### src/rtl/fetch_unit.sv
// fetch_unit: 1-cycle-latency instruction fetch with a small {instr, pc} buffer.
// Redirects flush the buffer and the in-flight response, restarting fetch at once.
module fetch_unit #(
  parameter logic [31:0] RESET_PC  = 32'h0000_0000,
  parameter int          BUF_DEPTH = 2
) (
  input  logic        clk_i,
  input  logic        rst_i,
  input  logic        redirect_i,
  input  logic [31:0] redirect_pc_i,
  output logic        mem_en_o,
  output logic [31:0] mem_addr_o,
  output logic [31:0] mem_addr_prev_o,
  input  logic [31:0] mem_rdata_i,
  output logic        instr_valid_o,
  input  logic        instr_ready_i,
  output logic [31:0] instr_o,
  output logic [31:0] instr_pc_o
);

  localparam int PW = (BUF_DEPTH > 1) ? $clog2(BUF_DEPTH) : 1;
  localparam int CW = $clog2(BUF_DEPTH + 1);
  localparam int OW = CW + 1;
  localparam logic [OW-1:0] DEPTH_O = OW'(BUF_DEPTH);

  logic [31:0]   pc_q, pc_d;
  logic          inf_q, inf_d;
  logic [31:0]   inf_pc_q, inf_pc_d;
  logic [31:0]   prev_q;
  logic [PW-1:0] rd_q, rd_d;
  logic [PW-1:0] wr_q, wr_d;
  logic [CW-1:0] cnt_q, cnt_d;
  logic [31:0]   fi_instr_q [BUF_DEPTH];
  logic [31:0]   fi_pc_q [BUF_DEPTH];

  logic          pop;
  logic          push;
  logic          issue;
  logic [OW-1:0] occ;

  function automatic logic [PW-1:0] ptr_inc(input logic [PW-1:0] p);
    return (p == PW'(BUF_DEPTH - 1)) ? '0 : p + 1'b1;
  endfunction

  assign instr_valid_o   = (cnt_q != '0);
  assign instr_o         = fi_instr_q[rd_q];
  assign instr_pc_o      = fi_pc_q[rd_q];
  assign mem_addr_prev_o = prev_q;

  assign pop  = instr_valid_o & instr_ready_i;
  assign push = inf_q & ~redirect_i;
  // occupancy once this cycle's pop retires, counting the response in flight
  assign occ  = OW'(cnt_q) + OW'(inf_q) - OW'(pop);

  assign issue      = redirect_i | (occ < DEPTH_O);
  assign mem_en_o   = issue & ~rst_i;
  assign mem_addr_o = rst_i      ? RESET_PC      :
                      redirect_i ? redirect_pc_i : pc_q;

  // next fetch PC and in-flight tracking
  always_comb begin
    pc_d     = pc_q;
    inf_d    = issue;
    inf_pc_d = inf_pc_q;
    if (issue) begin
      pc_d     = mem_addr_o + 32'd4;
      inf_pc_d = mem_addr_o;
    end
  end

  // buffer pointers and occupancy; a redirect empties the buffer
  always_comb begin
    rd_d  = rd_q;
    wr_d  = wr_q;
    cnt_d = cnt_q;
    if (redirect_i) begin
      rd_d  = '0;
      wr_d  = '0;
      cnt_d = '0;
    end else begin
      if (pop)  rd_d = ptr_inc(rd_q);
      if (push) wr_d = ptr_inc(wr_q);
      cnt_d = cnt_q + CW'(push) - CW'(pop);
    end
  end

  // control state registers
  always_ff @(posedge clk_i or posedge rst_i) begin
    if (rst_i) begin
      pc_q     <= RESET_PC;
      inf_q    <= 1'b0;
      inf_pc_q <= RESET_PC;
      prev_q   <= RESET_PC;
      rd_q     <= '0;
      wr_q     <= '0;
      cnt_q    <= '0;
    end else begin
      pc_q     <= pc_d;
      inf_q    <= inf_d;
      inf_pc_q <= inf_pc_d;
      prev_q   <= mem_addr_o;
      rd_q     <= rd_d;
      wr_q     <= wr_d;
      cnt_q    <= cnt_d;
    end
  end

  // buffer storage; validity is tracked by cnt_q so no reset needed
  always_ff @(posedge clk_i) begin
    if (push) begin
      fi_instr_q[wr_q] <= mem_rdata_i;
      fi_pc_q[wr_q]    <= inf_pc_q;
    end
  end

endmodule

### config.mk
export PLATFORM = sky130hd
export DESIGN_NAME = fetch_unit
export DESIGN_NICKNAME = d
export VERILOG_FILES = /design/src/rtl/fetch_unit.sv
export SDC_FILE = /design/constraint.sdc
export NUM_CORES = 1
export LEC_CHECK = 0
export CAP_MARGIN = 20
export CORE_ASPECT_RATIO = 0.5
export CORE_MARGIN = 3
export CORE_UTILIZATION = 46
export CTS_CLUSTER_DIAMETER = 80
export DETAILED_ROUTE_END_ITERATION = 10
export PLACE_DENSITY_LB_ADDON = 0.12
export SLEW_MARGIN = 0
export SYNTH_ARGS = -nofsm -noshare
export SYNTH_HDL_FRONTEND = slang
export SYNTH_SLANG_ARGS = --single-unit
### constraint.sdc
create_clock -name clk_i -period 3.88 [get_ports clk_i]
set_input_delay 0.776 -clock clk_i [delete_from_list [all_inputs] [get_ports clk_i]]
set_output_delay 0.776 -clock clk_i [all_outputs]
set_load 0.05 [all_outputs]
Word level (Yosys, flattened, before mapping):

Memory sizes are Yosys's and may differ from the RTL's.
Cells that the tools add are included.
W data, S select, Z words.

* register bits: 101
* memory bits (writable): 128
* input bits: 68
* output and inout port bits: 130
* memories kept: 2

* $add $sub $neg: 7
* order comparisons: 1
* mux-type cells: 11
* bitwise logic cells: 6
* reductions and logical operators: 3

Memory list
* fi_instr_q: words 2, bits a word 32, read ports 1, clocked after Yosys merged registers in 0, wr ports 1, RTL line 33 `logic [31:0] fi_instr_q [BUF_DEPTH];`
* fi_pc_q: words 2, bits a word 32, read ports 1, clocked after Yosys merged registers in 0, wr ports 1, RTL line 34 `logic [31:0] fi_pc_q [BUF_DEPTH];`

Operators by type and width (count)
* $mux W32: 2
* $add A32 B3 Y32 const B: 1
* $mux W1: 8
* $reduce_bool A2 Y1: 3
* $add A2 B1 Y3: 1
* $and A1 B1 Y1: 3
* $lt A3 B2 Y1 const B: 1
* $sub A3 B1 Y3: 1
* $add A1 B1 Y1 const B: 2
* $add A2 B1 Y2: 1
* $mux W2: 1
* $not A1 Y1: 2
* $sub A2 B1 Y2: 1
* $or A1 B1 Y1: 1

Depth between registers and ports, before layout:

Gate-level depths: netlist (run 1).

* depth after elaboration: 6
* mapped depth: 14

Worst setup path before layout (run 1):

No wires, ideal clock.

* path type: input-to-reg
* start: in redirect_i
* end: mem fi_instr_q[0][0] (enable)
* data arrival time: 4757 ps
* setup slack: -1371 ps
* stages: 7
* path buffers: 5
* cells stage by stage: buf_6 buf_6 buf_2 buf_1 buf_1 nor2b_1 nor2b_1

* cells in the longest elaborated chain, start to end: 4

RTL lines
* from (decl): RTL line 9 `input logic redirect_i,`
* $not A1 Y1: RTL line 51 `assign push = inf_q & ~redirect_i;`
* $and A1 B1 Y1: RTL line 51
* $mux W1: RTL line 110 `if (push) begin`
* $mux W1 (implied by the code): RTL line 111 `fi_instr_q[wr_q] <= mem_rdata_i;`
* to (decl): RTL line 33

Every way passes these cells.

Final worst setup path (run 1):

* start: in redirect_i
* end: out mem_addr_o[27]

* cells in the longest elaborated chain, start to end: 2

RTL lines
* $mux W32: RTL line 58 `redirect_i ? redirect_pc_i : pc_q;`
* $mux W32: RTL line 57 `assign mem_addr_o = rst_i ? RESET_PC :`
* to (decl): RTL line 12 `output logic [31:0] mem_addr_o,`

Every way passes these cells.

==> impl_summary.md, run 1 <==
GRT
The total overflow left after global routing is 0. The overall routing resource usage is around a fifth. The first global-routing pass estimated roughly 36,000 µm of wire. The number of antenna violations at the first check in global routing is 0. Entering global routing, the biggest net connects between 60 and 70 pins. The via count of the first global-routing pass came to roughly 6,500.

Critical path
The worst register-to-register path begins at pc_q[3]$_DFFE_PP0P_. The most critical setup path has its startpoint at redirect_i. The master of the slowest instance on the critical path is sky130_fd_sc_hd__clkdlybuf4s50_1. Of all nets on the critical path, the largest fanout is 25. The data arrival time of the critical path is about 2.9 ns.

The worst setup path is launched from an input port. The total buffers and inverters traversed by the critical path is 3. The end point of the critical path is mem_addr_o[27]. Data on the critical path is required at its endpoint by 3.10 ns. The critical path start-end classification is in2out.

The longest individual stage delay on the worst path is around 0.9 ns. Walking the worst path, the cells encountered are buf_2, buf_4, mux2i_1, nor2_1, clkdlybuf4s50_1. The minimum setup slack among reg-to-reg paths is ~1.3 ns. The depth of the most critical reg-to-reg path is 9. The endpoint identified for the worst register-to-register timing path is pc_q[30]$_DFFE_PP0P_. The cell class contributing the biggest share of worst-path delay is buffers and inverters. The depth of the critical timing path with buffers and inverters included is 5.

The worst setup path is captured at an output pin.

Logic synthesis
Yosys printed 0 warnings. The largest area contributor in the netlist is sky130_fd_sc_hd__edfxtp_1. Summing every instance area after synthesis gives between 9000 and 10,000 µm². The synthesized instance count is 694. The sequential fraction of the synthesis area is about two thirds.

After synthesis, the cell types taking the most area are sky130_fd_sc_hd__edfxtp_1, sky130_fd_sc_hd__dfrtp_1, sky130_fd_sc_hd__mux2_2. The top cell type by area accounts for roughly 41% of the synthesized area. The synthesis-stage register bit count is about 230.

In this run the mean area of a mapped cell was 13.43 µm². The net count of the mapped netlist is between 700 and 800. Among all flip-flop cells after synthesis, the most frequent one is sky130_fd_sc_hd__edfxtp_1. The async set-reset flop share out of synthesis is between 40 and 50%. In this run, synthesis inferred approximately 130 flip-flops with an integrated enable. The number of distinct standard cells referenced by the synthesized netlist is 51.

Timing
The peak clock frequency supported by timing is 276.0 MHz. The final critical-path share of the clock period is between 90% and 100%. The transition time at the pin with the least slew margin is approximately 0.8 ns. The final number of hold-violating endpoints is 0. The final max-slew violation count is 0. The post-route minimum period is 3.624 ns. For the final database, setup skew stands at 0.01873 ns.

For the final routed database, the setup TNS stands at 0 ns. Setup violations remaining at the end of the flow were counted as 0. The headroom to the max-slew limit is around half.

Setup repair after global routing left no endpoint under its margin. The tightest hold path in the finished design has a slack of 0.4696 ns.

Routing
The final route contains 6,142 vias. The count of antenna-violating nets left after detailed routing is 0. After detailed routing, the total wire length is about 23,000 µm. The average routed wire per standard cell is ~19 µm. The number of remaining DRC errors is 0.

The count of TritonRoute iterations in the first routing pass is 4. After detailed routing, the number of vias per cell comes to a little over 5. After the first detailed-routing iteration, the DRC count stood at just over 400.

Finish
The signed area change from the synthesized netlist to the final layout is 33.53%. The filler cells instantiated in the layout total 1,517. In the layout the commonest cells are sky130_fd_sc_hd__clkdlybuf4s50_1, sky130_fd_sc_hd__nand2_1, sky130_fd_sc_hd__edfxtp_1. The final layout contains 990 nets. The number of standard cells in the layout, taps in and fillers out is roughly 1,200. The library cell used most frequently in the layout, excluding fill and tap cells, is sky130_fd_sc_hd__clkdlybuf4s50_1. Once layout is complete, the utilization of the core stands at a little over three fifths. The proportion of layout cells with a drive suffix above 1 is 18.20%.

Clocking
The TritonCTS clock tree is yes. The master cell of the clock root buffer is sky130_fd_sc_hd__clkbuf_16. Post-CTS timing repair inserted 0 buffers for setup.

The later pin in the worst-skew pair is clocked with a latency of approximately 0.50 ns. The number of buffers between clock root and the deepest sink is 3. The TritonCTS sink count is about 230. Clock-pin slew was measured on the worst setup and hold paths at approximately 0.060 ns. In this run, post-CTS hold repair placed 0 buffers. In this run, post-CTS repair resized a total of 0 instances. The total CTS buffers is 21. The H-tree depth is 1.

Power
Per report_power, the combinational group accounts for between 40% and 50% of the total. In this run the power spent charging and discharging nets is between 0.003 and 0.004 W. The clock network is responsible for ~22% of the overall power. The total power after layout is approximately 0.0095 W. Internal power comes to approximately 0.0057 W. The part of the power in registers is 38.2%. Summed over all cells, the static leakage comes to approximately 5 nW.

The maximum vdd ir drop is between 0.4 and 0.5 mV. For this design the ratio of total power to cell area is around 760 nW/µm². Net switching is approximately two fifths of the power.

Floorplanning
The row count is 36. The die is around 210 µm wide. The top-level port count is between 150 and 200.

The die outline area is ~22,000 µm². The standard cell core area is 19,680 µm². Once the floorplan was initialized, standard cells occupied ~47% of the core.

In this run the vertical extent of the chip is roughly 110 µm.

Placed design
Routability-driven placement finished with a final weighted congestion of around 0.85. The number of port buffers is approximately 200. In this run, placement finished with an instance count of ~1,200. The detailed placement HPWL is roughly 16,000 µm.

Hold path
The worst hold path belongs to the class reg2reg.

Flow run
Max-cap violations in this run came to 0.

Outcome
The run finished with clean final reports.
stage by stage:
step | setup slack, ns | cell area, µm²
after floorplan | 0.1414 | 9349
after global placement | 0.2985 | 11770
after detailed placement | 0.2106 | 11770
after CTS | 0.2468 | 12440
after global routing | 0.1128 | 12440
final | 0.2562 | 12450
metal layers:
metal | global-route usage (%) | part of all wire [%]
met1 | 31.48 | 49
met2 | 32.82 | 45
met3 | 3.157 | 4.1
met4 | 2.709 | 1.0
met5 | 0 | 0
final cells by class:
class	instances	area [µm²]	share of cell area, %
multi-input combinational	431	2865	23.02
antenna	1	2.502	0.02011
timing repair buffer	235	2237	17.98
clock buffer	26	554.3	4.454
inverter	3	15.01	0.1206
clock inverter	12	116.4	0.9350
tap	266	332.8	2.674
sequential	227	6322	50.80
cells by family (layout without fill, tap and decap cells):
logic type | Yosys count | after routing | synth area share [%]
xor gates and xnor gates | 32 | 32 | 3.007
AOI/OAI and AO/OA | 54 | 54 | 3.450
and+or+nand+nor | 245 | 245 | 12.10
DFF | 227 | 227 | 67.82
muxes | 97 | 97 | 11.33
buffers and inverters | 36 | 276 | 1.812
adders and majority gates | 3 | 3 | 0.4833
other | 0 | 1 | 0
Yosys cell counts (3+ instances only):
library cell               number
sky130_fd_sc_hd__clkbuf_1      23
sky130_fd_sc_hd__nand2_1      137
sky130_fd_sc_hd__dfrtp_1       99
sky130_fd_sc_hd__edfxtp_1     128
sky130_fd_sc_hd__o21ai_1        3
sky130_fd_sc_hd__nor3_1         6
sky130_fd_sc_hd__nor2b_1        4
sky130_fd_sc_hd__nor2_1        47
sky130_fd_sc_hd__buf_6          3
sky130_fd_sc_hd__nor4_1         3
sky130_fd_sc_hd__nand3_1       16
sky130_fd_sc_hd__a22oi_1        3
sky130_fd_sc_hd__a21oi_1        9
sky130_fd_sc_hd__mux2i_1       31
sky130_fd_sc_hd__nand4_1        4
sky130_fd_sc_hd__xnor2_1       20
sky130_fd_sc_hd__xor2_1        12
sky130_fd_sc_hd__buf_2          3
sky130_fd_sc_hd__nand3b_1       7
sky130_fd_sc_hd__o21ai_0       29
sky130_fd_sc_hd__mux2_2        65
sky130_fd_sc_hd__and2_1         3
power by group through the flow:
stage	Sequential (W)	Combinational (W)	Clock, W
2_1_floorplan	0.00372	0.00240	0
3_3_place_gp	0.00361	0.00382	0
3_5_place_dp	0.00366	0.00384	0
4_1_cts	0.00361	0.00385	0.00209
5_1_grt	0.00369	0.00404	0.00219
6_report	0.00361	0.00381	0.00204
worst reg2reg max path: stages, from the launching register on:
cell and delay, ns:
sky130_fd_sc_hd__dfrtp_1 0.37, sky130_fd_sc_hd__mux2i_1 0.12, sky130_fd_sc_hd__nor2_4 0.18, sky130_fd_sc_hd__ha_1 0.29, sky130_fd_sc_hd__nand2b_1 0.14, sky130_fd_sc_hd__a211oi_1 0.28, sky130_fd_sc_hd__nand4_1 0.40, sky130_fd_sc_hd__nor4_1 0.45
sky130_fd_sc_hd__xnor2_1 0.16, sky130_fd_sc_hd__a21oi_1 0.08
how the worst min path moves through the flow:
stage / start / to / slack [ns] / cells past startpoint
after floorplan: inf_pc_q[10]$_DFFE_PP0P_ / fi_pc_q[0][10]$_DFFE_PP_ / 0.44 / 0
after global placement: inf_pc_q[29]$_DFFE_PP0P_ / fi_pc_q[0][29]$_DFFE_PP_ / 0.45 / 0
after detailed placement: inf_pc_q[7]$_DFFE_PP0P_ / fi_pc_q[0][7]$_DFFE_PP_ / 0.46 / 0
after CTS: inf_pc_q[2]$_DFFE_PP0P_ / fi_pc_q[1][2]$_DFFE_PP_ / 0.47 / 0
after global routing: inf_pc_q[16]$_DFFE_PP0P_ / fi_pc_q[1][16]$_DFFE_PP_ / 0.49 / 0
final: inf_pc_q[16]$_DFFE_PP0P_ / fi_pc_q[1][16]$_DFFE_PP_ / 0.47 / 0
registers in the layout, indices dropped and copies added (netlist names):
register / cells
inf_pc_q: 30
fi_pc_q: 64
cnt_q: 2
mem_addr_prev_o: 32
fi_instr_q: 64
wr_q: 1
inf_q: 1
rd_q: 1
pc_q: 32
Power figures use the tool's default switching activity.
==> run 2, diff against run 1 <==
MAX_ROUTING_LAYER = met4   (was default)
==> run 2 against run 1 <==
Global-route usage rose by 0.63 points; clock power barely moved; maximum frequency barely moved; die area did not move; critical path depth did not move; sequential power barely moved; power barely moved; wire length rose by 0.16%; critical path type unchanged; non-clock buffer count did not move; clock-buffer cell count did not move; sequential share of layout area did not move; worst hold slack improved by 0.0014 ns.
==> impl_summary.md, run 2 (same netlist as run 1, synthesis figures left out) <==
Clocking
The H-tree depth came to 1 (unchanged). The number of buffers between clock root and the deepest sink is 3 (unchanged). The TritonCTS clock tree was yes (unchanged).

The source-to-sink clock delay at the later pin of the worst-skew pair came to 0.50 ns (about the same). The TritonCTS sink count is 227 (unchanged). The count of instances resized after the clock tree is built came to 0 (unchanged). The clock-pin slew of the registers on the worst-case setup and hold paths is 0.06 ns (about the same).

The count of hold-fix buffers inserted at cts is 0 (unchanged). The master cell of the clock root buffer is sky130_fd_sc_hd__clkbuf_16 (unchanged). The total CTS buffers was 21 (unchanged). The number of setup buffers added after CTS is 0 (unchanged).

Routing
The average routed wire per standard cell was 19.09 µm (was 19.06 µm). The count of antenna-violating nets left after detailed routing came to 0 (unchanged). The number of remaining DRC errors was 0 (unchanged). The post-detailed-route via-to-cell ratio is 5.152 (was 5.114). The count of TritonRoute iterations in the first routing pass is 5 (was 4).

The final wirelength is 22,930 µm (was 22,890 µm). The number of design-rule violations left by the first detailed-router iteration is 433 (was 407). The count of vias placed by the detailed router is 6,187 (was 6,142).

GRT
The number of antenna violations at the first check in global routing is 0 (unchanged). The wire length of the first global-routing pass is 36,230 µm (was 36,200 µm). The largest net degree at the start of global routing is 65 (unchanged).

The via count of the first global-routing pass is 6,470 (was 6,471). The overall routing resource usage is 21.35% (was 20.73%). The total global routing overflow is 0 (unchanged).

Finish
Most used cells in the layout excluding fill and tap cells: sky130_fd_sc_hd__clkdlybuf4s50_1, sky130_fd_sc_hd__nand2_1, sky130_fd_sc_hd__edfxtp_1 (unchanged). The leading cell type in the layout, fill and taps excluded was sky130_fd_sc_hd__clkdlybuf4s50_1 (unchanged). The signed area change from the synthesized netlist to the final layout is 33.53% (unchanged). Registers with the most flip-flops: fi_instr_q: 64 flops, fi_pc_q: 64 flops (unchanged).

The final layout net count is 990 (unchanged). The number of standard cells in the layout, taps in and fillers out is 1,201 (unchanged). The proportion of layout cells with a drive suffix above 1 is 18.20% (unchanged).

Timing
The final-report setup violation count is 0 (unchanged). The final critical-path share of the clock period is 93.35% (was 93.40%). The post-route setup TNS came to 0 ns (unchanged). The transition time at the pin with the least slew margin is 0.8004 ns (was 0.7770 ns).

RSZ-0062 raised after global routing: no (unchanged). The final hold slack came to 0.4711 ns (was 0.4696 ns). The final max-slew violation count is 0 (unchanged).

The peak clock frequency supported by timing is 276.1 MHz (was 276.0 MHz). The final number of hold-violating endpoints is 0 (unchanged). The headroom to the max-slew limit is 46.64% (was 48.20%).

The final setup skew was 0.01456 ns (was 0.01873 ns). The post-route minimum period is 3.622 ns (was 3.624 ns).

Floorplanning
The die outline area is 22,110 µm² (unchanged). The standard cell core area was 19,680 µm² (unchanged). The width of the die is 207.3 µm (unchanged). The row count is 36 (unchanged). The effective utilization at floorplan is 47.35% (unchanged). The chip height was 106.7 µm (unchanged). The top-level port count came to 198 (unchanged).

Outcome
Status: finished clean (unchanged).

Critical path
The required time of the critical path is 3.10 ns (about the same). The cell class contributing the biggest share of worst-path delay is buffers and inverters (unchanged). The sort of element at the end of the critical path was an output pin (unchanged). The startpoint type of the worst setup path was an input port (unchanged). The critical path start-end classification is in2out (unchanged). The data arrival time of the critical path is 2.85 ns (about the same). Critical Path, Cell by Cell: buf_2, buf_4, mux2i_1, nor2_1, clkdlybuf4s50_1 (unchanged). The longest individual stage delay on the worst path is 0.87 ns (was 0.88 ns).

The largest fanout on the critical path is 25 (unchanged). The total buffers and inverters traversed by the critical path was 3 (unchanged). The master of the slowest instance on the critical path is sky130_fd_sc_hd__clkdlybuf4s50_1 (unchanged).

Placed design
The detailed placement HPWL is 16,050 µm (unchanged). The final weighted congestion in routability-driven placement was 0.8638 (was 0.8503). The number of placed cells counting well taps is 1,162 (unchanged). The number of port buffers is 197 (unchanged).

Power
The maximum vdd ir drop is 0.4751 mV (was 0.4767 mV). The power density over cell area is 760.4 nW/µm² (was 760.3 nW/µm²). The leakage power figure is 4.936 nW (unchanged).

Hold path
The worst min-delay path class is reg2reg (unchanged).

Flow run
The number of max-cap violations is 0 (unchanged).
run 2: report_power, final:
| group | internal, W | switching [W] | total (W) | leakage [nW] |
|---|---|---|---|---|
| Clock | 0.00116 | 0.000887 | 0.00204 | 0.328 |
| Sequential | 0.00328 | 0.000329 | 0.00361 | 2.51 |
| Combinational | 0.00129 | 0.00252 | 0.00381 | 2.10 |
run 2: path summary, 6_finish.rpt:
kind,end,startpoint,cells past startpoint,slack (ns)
hold / removal,fi_pc_q[1][16]$_DFFE_PP_,inf_pc_q[16]$_DFFE_PP0P_,0,0.47
min in group asynchronous,pc_q[5]$_DFFE_PP0P_,rst_i,4,1.04
setup reg to reg,pc_q[30]$_DFFE_PP0P_,pc_q[3]$_DFFE_PP0P_,9,1.25
setup / recovery,mem_addr_o[27],redirect_i,5,0.26
hold reg to reg,fi_pc_q[1][16]$_DFFE_PP_,inf_pc_q[16]$_DFFE_PP0P_,0,0.47
max in group asynchronous,rd_q$_DFFE_PP0P_,rst_i,5,1.85
run 2: worst reg2reg max path, stage by stage, from the launching register on:
cell,delay [ns]
sky130_fd_sc_hd__dfrtp_1,0.37
sky130_fd_sc_hd__mux2i_1,0.11
sky130_fd_sc_hd__nor2_4,0.18
sky130_fd_sc_hd__ha_1,0.30
sky130_fd_sc_hd__nand2b_1,0.14
sky130_fd_sc_hd__a211oi_1,0.28
sky130_fd_sc_hd__nand4_1,0.42
sky130_fd_sc_hd__nor4_1,0.45
sky130_fd_sc_hd__xnor2_1,0.16
sky130_fd_sc_hd__a21oi_1,0.09
run 2: final cells by class:
type / count / area [µm²]
inverter: 3 / 15.01
sequential: 227 / 6322
fill: 1517 / 7238
antenna: 1 / 2.502
clock buffer: 26 / 554.3
tap: 266 / 332.8
multi-input combinational: 431 / 2865
clock inverter: 12 / 116.4
timing repair buffer: 235 / 2237
run 2: through the flow:
stage / cell area [µm²] / power, W / setup WS (ns) / util [%]
after floorplan: 9349 / 0.006118 / 0.1414 / -
after global routing: 12440 / 0.009914 / 0.1128 / 63.22
after global placement: 11770 / 0.007437 / 0.2985 / 59.81
after detailed placement: 11770 / 0.007496 / 0.2106 / 59.81
after CTS: 12440 / 0.009552 / 0.2468 / 63.22
final: 12450 / 0.009463 / 0.2581 / 63.23
run 2: routing by layer:
metal	wire [µm]	up-vias	part of all wire, %	GRT usage [%]
li1	-	2900	-	-
met1	11230	3086	49	31.58
met2	10420	171	45	32.82
met3	1048	30	4.6	3.099
met4	231	0	1.0	2.709
met5	0	-	0	-
